### src/rtl/mcpu_vram_pkg.sv
// Shared VRAM arbiter types and VRAM map constants (also used by the GPU side).
package mcpu_vram_pkg;

  localparam int VRAM_SIZE   = 8192;
  localparam int VRAM_ADDR_W = 13;
  localparam int VRAM_DATA_W = 8;

  // Control registers live in the top four bytes of VRAM.
  localparam logic [VRAM_ADDR_W-1:0] REG_CONFIG = 13'h1FFF;  // 8191
  localparam logic [VRAM_ADDR_W-1:0] REG_COLOR0 = 13'h1FFE;  // 8190
  localparam logic [VRAM_ADDR_W-1:0] REG_COLOR1 = 13'h1FFD;  // 8189
  localparam logic [VRAM_ADDR_W-1:0] REG_BORDER = 13'h1FFC;  // 8188

  // Which requester owns the access issued in the previous cycle.
  typedef enum logic [1:0] {
    OWN_NONE   = 2'd0,
    OWN_CPU_RD = 2'd1,
    OWN_CPU_WR = 2'd2,
    OWN_SCAN   = 2'd3
  } owner_e;

  typedef enum logic [1:0] {
    C_IDLE = 2'd0,
    C_PEND = 2'd1,
    C_ACK  = 2'd2
  } cpu_state_e;

endpackage

### src/rtl/mcpu_vram_starve_ctr.sv
// Saturating count of cycles a pending CPU request has lost to scanout.
module mcpu_vram_starve_ctr #(
  parameter int MAX_WAIT = 4
) (
  input  logic clk,
  input  logic rst_n,
  input  logic inc_i,
  input  logic clr_i,
  output logic force_o
);

  localparam logic [3:0] LIMIT = 4'(MAX_WAIT);

  logic [3:0] cnt_q, cnt_d;

  // Clear wins over increment; saturate at the limit so the count never wraps.
  always_comb begin
    cnt_d = cnt_q;
    if (clr_i) begin
      cnt_d = '0;
    end else if (inc_i && (cnt_q < LIMIT)) begin
      cnt_d = cnt_q + 4'd1;
    end
  end

  // Counter register.
  always_ff @(posedge clk or negedge rst_n) begin
    if (!rst_n) begin
      cnt_q <= '0;
    end else begin
      cnt_q <= cnt_d;
    end
  end

  assign force_o = (cnt_q >= LIMIT);

endmodule

### src/rtl/mcpu_vram_arbiter.sv
// Single-port VRAM arbiter: scanout has priority, CPU is force-granted after
// MAX_WAIT lost cycles (dropping the colliding scan fetch).
//
//   state  | meaning
//   C_IDLE | no CPU transaction; a new cpu_req is eligible this cycle
//   C_PEND | CPU request waiting for a grant
//   C_ACK  | access issued last cycle; cpu_ack high, cpu_req ignored
module mcpu_vram_arbiter
  import mcpu_vram_pkg::*;
#(
  parameter int ADDR_W   = VRAM_ADDR_W,
  parameter int DATA_W   = VRAM_DATA_W,
  parameter int MAX_WAIT = 4
) (
  input  logic              clk,
  input  logic              rst_n,
  input  logic              cpu_req,
  input  logic              cpu_we,
  input  logic [ADDR_W-1:0] cpu_addr,
  input  logic [DATA_W-1:0] cpu_wdata,
  output logic              cpu_ack,
  output logic [DATA_W-1:0] cpu_rdata,
  input  logic              scan_req,
  input  logic [ADDR_W-1:0] scan_addr,
  output logic              scan_valid,
  output logic [DATA_W-1:0] scan_data,
  output logic              scan_miss,
  output logic [ADDR_W-1:0] mem_addr,
  output logic              mem_we,
  output logic [DATA_W-1:0] mem_wdata,
  input  logic [DATA_W-1:0] mem_rdata,
  output logic              busy
);

  cpu_state_e        state_q, state_d;
  owner_e            tag_q, tag_d;
  logic [DATA_W-1:0] cpu_rdata_q, scan_data_q;
  logic              scan_miss_q;

  logic cpu_elig, cpu_force, ctr_force;
  logic grant_scan, grant_cpu, scan_drop;

  assign cpu_elig   = ((state_q == C_IDLE) && cpu_req) || (state_q == C_PEND);
  assign cpu_force  = cpu_elig && ctr_force;
  assign grant_scan = scan_req && !cpu_force;
  assign grant_cpu  = cpu_elig && !grant_scan;
  assign scan_drop  = scan_req && cpu_force;

  mcpu_vram_starve_ctr #(
    .MAX_WAIT(MAX_WAIT)
  ) u_starve_ctr (
    .clk    (clk),
    .rst_n  (rst_n),
    .inc_i  (cpu_elig && !grant_cpu),
    .clr_i  (grant_cpu),
    .force_o(ctr_force)
  );

  // CPU FSM next state and owner tag of this cycle's grant.
  always_comb begin
    state_d = state_q;
    tag_d   = OWN_NONE;
    case (state_q)
      C_IDLE:  if (cpu_req) state_d = grant_cpu ? C_ACK : C_PEND;
      C_PEND:  if (grant_cpu) state_d = C_ACK;
      C_ACK:   state_d = C_IDLE;
      default: state_d = C_IDLE;
    endcase
    if (grant_scan) begin
      tag_d = OWN_SCAN;
    end else if (grant_cpu) begin
      tag_d = cpu_we ? OWN_CPU_WR : OWN_CPU_RD;
    end
  end

  // VRAM port driven from the grant; held inert while in reset.
  always_comb begin
    mem_addr  = '0;
    mem_we    = 1'b0;
    mem_wdata = '0;
    if (rst_n) begin
      if (grant_scan) begin
        mem_addr = scan_addr;
      end else if (grant_cpu) begin
        mem_addr = cpu_addr;
        mem_we   = cpu_we;
        if (cpu_we) mem_wdata = cpu_wdata;
      end
    end
  end

  // State, owner tag, and read-data hold registers.
  always_ff @(posedge clk or negedge rst_n) begin
    if (!rst_n) begin
      state_q     <= C_IDLE;
      tag_q       <= OWN_NONE;
      cpu_rdata_q <= '0;
      scan_data_q <= '0;
      scan_miss_q <= 1'b0;
    end else begin
      state_q     <= state_d;
      tag_q       <= tag_d;
      scan_miss_q <= scan_drop;
      if (tag_q == OWN_CPU_RD) cpu_rdata_q <= mem_rdata;
      if (tag_q == OWN_SCAN)   scan_data_q <= mem_rdata;
    end
  end

  // Read data is forwarded in the response cycle and held afterwards.
  assign cpu_ack    = (state_q == C_ACK);
  assign cpu_rdata  = (tag_q == OWN_CPU_RD) ? mem_rdata : cpu_rdata_q;
  assign scan_valid = (tag_q == OWN_SCAN);
  assign scan_data  = (tag_q == OWN_SCAN) ? mem_rdata : scan_data_q;
  assign scan_miss  = scan_miss_q;
  assign busy       = (state_q != C_IDLE);

endmodule

### config.mk
export PLATFORM = sky130hd
export DESIGN_NAME = mcpu_vram_arbiter
export DESIGN_NICKNAME = d
export VERILOG_FILES = /design/src/rtl/mcpu_vram_pkg.sv /design/src/rtl/mcpu_vram_starve_ctr.sv /design/src/rtl/mcpu_vram_arbiter.sv
export SDC_FILE = /design/constraint.sdc
export NUM_CORES = 1
export LEC_CHECK = 0
export ABC_CLOCK_PERIOD_IN_PS = 2100
export BUFFER_PORTS_ARGS = -buffer_cell sky130_fd_sc_hd__buf_4
export CORE_MARGIN = 4
export CORE_UTILIZATION = 40
export CTS_CLUSTER_DIAMETER = 80
export CTS_CLUSTER_SIZE = 8
export DETAILED_ROUTE_END_ITERATION = 12
export GPL_TIMING_DRIVEN = 0
export PLACE_DENSITY = 0.88
export SLEW_MARGIN = 20
export SYNTH_ARGS = -nofsm -noshare
export SYNTH_HDL_FRONTEND = slang
export SYNTH_HIERARCHICAL = 1
export SYNTH_SLANG_ARGS = --single-unit
### constraint.sdc
create_clock -name clk -period 2.1 [get_ports clk]
set_input_delay 0.21 -clock clk [delete_from_list [all_inputs] [get_ports clk]]
set_output_delay 0.21 -clock clk [all_outputs]
set_load 0.02 [all_outputs]
==> impl_metrics.csv <==
group,metric,value,unit
drt,wl,3610,um
worst_setup_path,arrival,1.84,ns
logic_synthesis,synth_seq_cells,25,
drt,drt_first_pass_iters,4,
drt,vias,1174,
worst_setup_path,cp-start-kind,"register",
clock_tree,cts.sinks,25,
sta,fin_worst_skew,0.00200,ns
final_layout,drive_above_1_share,0.607,
clock_tree,cts_made_buffers,3,
drt,drt_iter0_markers,20,
floorplanning,die_h,64.0,um
sta,relSlewSlack,0.711,
logic_synthesis,ys_warn_count,6,
worst_setup_path,crit_family,"simple AND/OR/NAND/NOR gates",
floorplanning,initial_core_util,0.415,
floorplanning,die_w,64.0,um
clock_tree,clockBufferDepth,2,
clock_tree,clockRootBuffer,"clkbuf_4",
drt,drc,0,
clock_tree,clock_latency,0.31,ns
worst_setup_path,path_cells,"or2_4 > nand2b_4 > and3_4 > buf_6 > a22o_1 > buf_4",
sta,rsz0062_at_grt,"no",
sta,setup_tns,0,ns
min_path,min_path_type,"primary input to register",
status,status,"complete, no violations",
floorplanning,fp-row-count,20,
final_layout,fill_cells,234,
sta,worstMarginPinSlew,0.434,ns
global_routing,grt_pass1_wl,5890,um
global_routing,grt_start_max_net_pins,30,
logic_synthesis,async_flop_share,1.00,
placement,place_hpwl,2990,um
floorplanning,ioPinCount,89,
run,maxCapViolations,0,
logic_synthesis,ys.flop_type,"dfrtp_1",
logic_synthesis,syn_nets,152,
worst_setup_path,crit_slowest_cell,"dfrtp_1",
global_routing,grt_usage,0.182,
sta,setup_viol,0,
logic_synthesis,synth_area,1260,um2
global_routing,grt_pass1_vias,1360,
final_layout,antenna_cells,0,
worst_setup_path,critPathMaxFanout,10,
drt,viasPerCell,4.79,
power_and_ir_drop,p_leak,1.08,nW
placement,gp_congestion,0.800,
worst_setup_path,worst_path_largest_cell_delay,0.40,ns
floorplanning,core_area,3030,um2
sta,post-route-period-util,0.975,
logic_synthesis,syn_inst,104,
clock_tree,cts_tree,"built",
worst_setup_path,cp.required,1.89,ns
worst_setup_path,criticalPathCategory,"register to primary output",
sta,worst_slack,0.0519,ns
sta,max_freq,488,MHz
sta,slew_viol_final,0,
global_routing,antenna_found_initial,0,
logic_synthesis,seq_area_frac_synth,0.498,
worst_setup_path,cp_num_buf_inv,2,
final_layout,syn_to_final_growth,64.9,%
clock_tree,clk_pin_slew,0.12,ns
final_layout,final_util,0.684,
sta,layout_min_cycle_time,2.05,ns
worst_setup_path,crit_path_end_kind,"primary output",
power_and_ir_drop,ir_worst_vdd,0.304,mV
logic_synthesis,synthDistinctLibCells,31,
drt,ant_nets,0,
power_and_ir_drop,power_density,770,nW/um2
placement,port_buffers,88,
sta,final_hold_viol_count,0,
final_layout,layout.nets,250,
drt,wl_per_cell,14.8,um
logic_synthesis,avgSynthCellArea,12.1,um2
logic_synthesis,synth_edf_count,0,
global_routing,grt-ovfl-total,0,
floorplanning,die_area,4100,um2
placement,pre_cts_ws,0.183,ns
clock_tree,h-tree-depth,1,
## through the flow
stage                     hold WS, ns  cell area (um2)  total power (W)  instances
after floorplan               -0.0856             1260          0.00106        104
after global placement          0.129             1970          0.00135        236
after detailed placement        0.140             1970          0.00138        236
after CTS                       0.111             2030          0.00160        243
after global routing            0.106             2070          0.00170        245
final                           0.125             2070          0.00160        245
## registers in the layout, summed over array words and instances, names as in the netlist
signal and flops:
cpu_rdata_q 8, scan_data_q 8, scan_miss 1, state_q 2, tag_q 2, u_starve_ctr/cnt_q 4
## cell families after synthesis
| family | Yosys count | synth area share |
|---|---|---|
| compound gates | 21 | 0.133 |
| fa+ha+maj | 1 | 0.00996 |
| buf+inv | 8 | 0.0398 |
| flops | 25 | 0.498 |
| mux | 18 | 0.160 |
| simple gates | 31 | 0.158 |
## layout by cell type, fill, tap and decap left out, types with 2 or more instances in the layout
| cell | synthesis | layout |
|---|---|---|
| mux2_1 | 3 | 3 |
| nand2_1 | 5 | 5 |
| a22o_1 | 12 | 12 |
| nor2_1 | 3 | 3 |
| buf_6 | 2 | 7 |
| clkbuf_1 | 1 | 2 |
| nand2b_1 | 2 | 2 |
| mux2_2 | 14 | 14 |
| dfrtp_1 | 25 | 25 |
| o21ai_1 | 2 | 2 |
| inv_1 | 3 | 3 |
| nor2b_1 | 3 | 3 |
| a21oi_1 | 3 | 3 |
| and3_1 | 8 | 8 |
| buf_4 | 1 | 87 |
| clkbuf_4 | 0 | 3 |
## worst reg2reg max path, stage by stage (launching register included)
cell	delay, ns
dfrtp_1	0.40
or2_4	0.25
nand2b_4	0.16
nor2_1	0.13
nor3b_4	0.24
mux2_1	0.35
## final cells by class
class                           instances  area (um2)  area share
Sequential cell                        25         626       0.302
Inverter                                3        11.3     0.00543
Multi-Input combinational cell         71         588       0.284
Tap cell                               44        55.1      0.0266
Timing Repair Buffer                   93         723       0.349
Clock buffer                            4        26.3      0.0127
Buffer                                  5        42.5      0.0205
## final timing paths
path,from,cells past startpoint,slack (ns),to
min in group asynchronous,rst_n,2,0.31,scan_data_q[7]
hold / removal,scan_req,2,0.13,state_q[1]
max in group asynchronous,rst_n,2,1.58,cpu_rdata_q[0]
setup reg to reg,u_starve_ctr/cnt_q[3],5,0.47,u_starve_ctr/cnt_q[0]
hold reg to reg,cpu_rdata_q[6],1,0.51,cpu_rdata_q[6]
setup / recovery,u_starve_ctr/cnt_q[3],6,0.05,mem_addr[8]
## Yosys cell counts, drive strengths merged (2+ instances only)
library cell,number,area (um2)
or2,2,12.5
nand2b,3,21.3
buf,4,35.0
nand2,5,18.8
nor2,3,11.3
mux2,17,191
nor2b,3,18.8
and3,10,68.8
o21ai,3,15.0
a21oi,4,23.8
a22o,12,105
dfrtp,25,626
inv,3,11.3
## routing by layer
metal | vias up | routed length, um | global-route usage
met5 | - | 0 | 0
met4 | 0 | 44 | 0.0566
met3 | 6 | 336 | 0.0404
met2 | 67 | 1970 | 0.359
met1 | 536 | 1270 | 0.185
li1 | 565 | - | -
## repair_timing
item | in CTS | in global routing
cloned | 0 | 0
hold endpoints to repair | 25 | 0
pin swaps | 0 | 2
hold buffers | 1 | 0
setup buffers | 2 | 2
gates resized for setup | 2 | 7
endpoints found under the setup margin | 21 | 15
## where the power goes
part / switching [W] / internal (W)
clock: 0.000132 / 0.0000742
sequential: 0.0000387 / 0.000588
combinational: 0.000380 / 0.000383
total: 0.000551 / 0.00104
(Power assumes the default switching activity.)
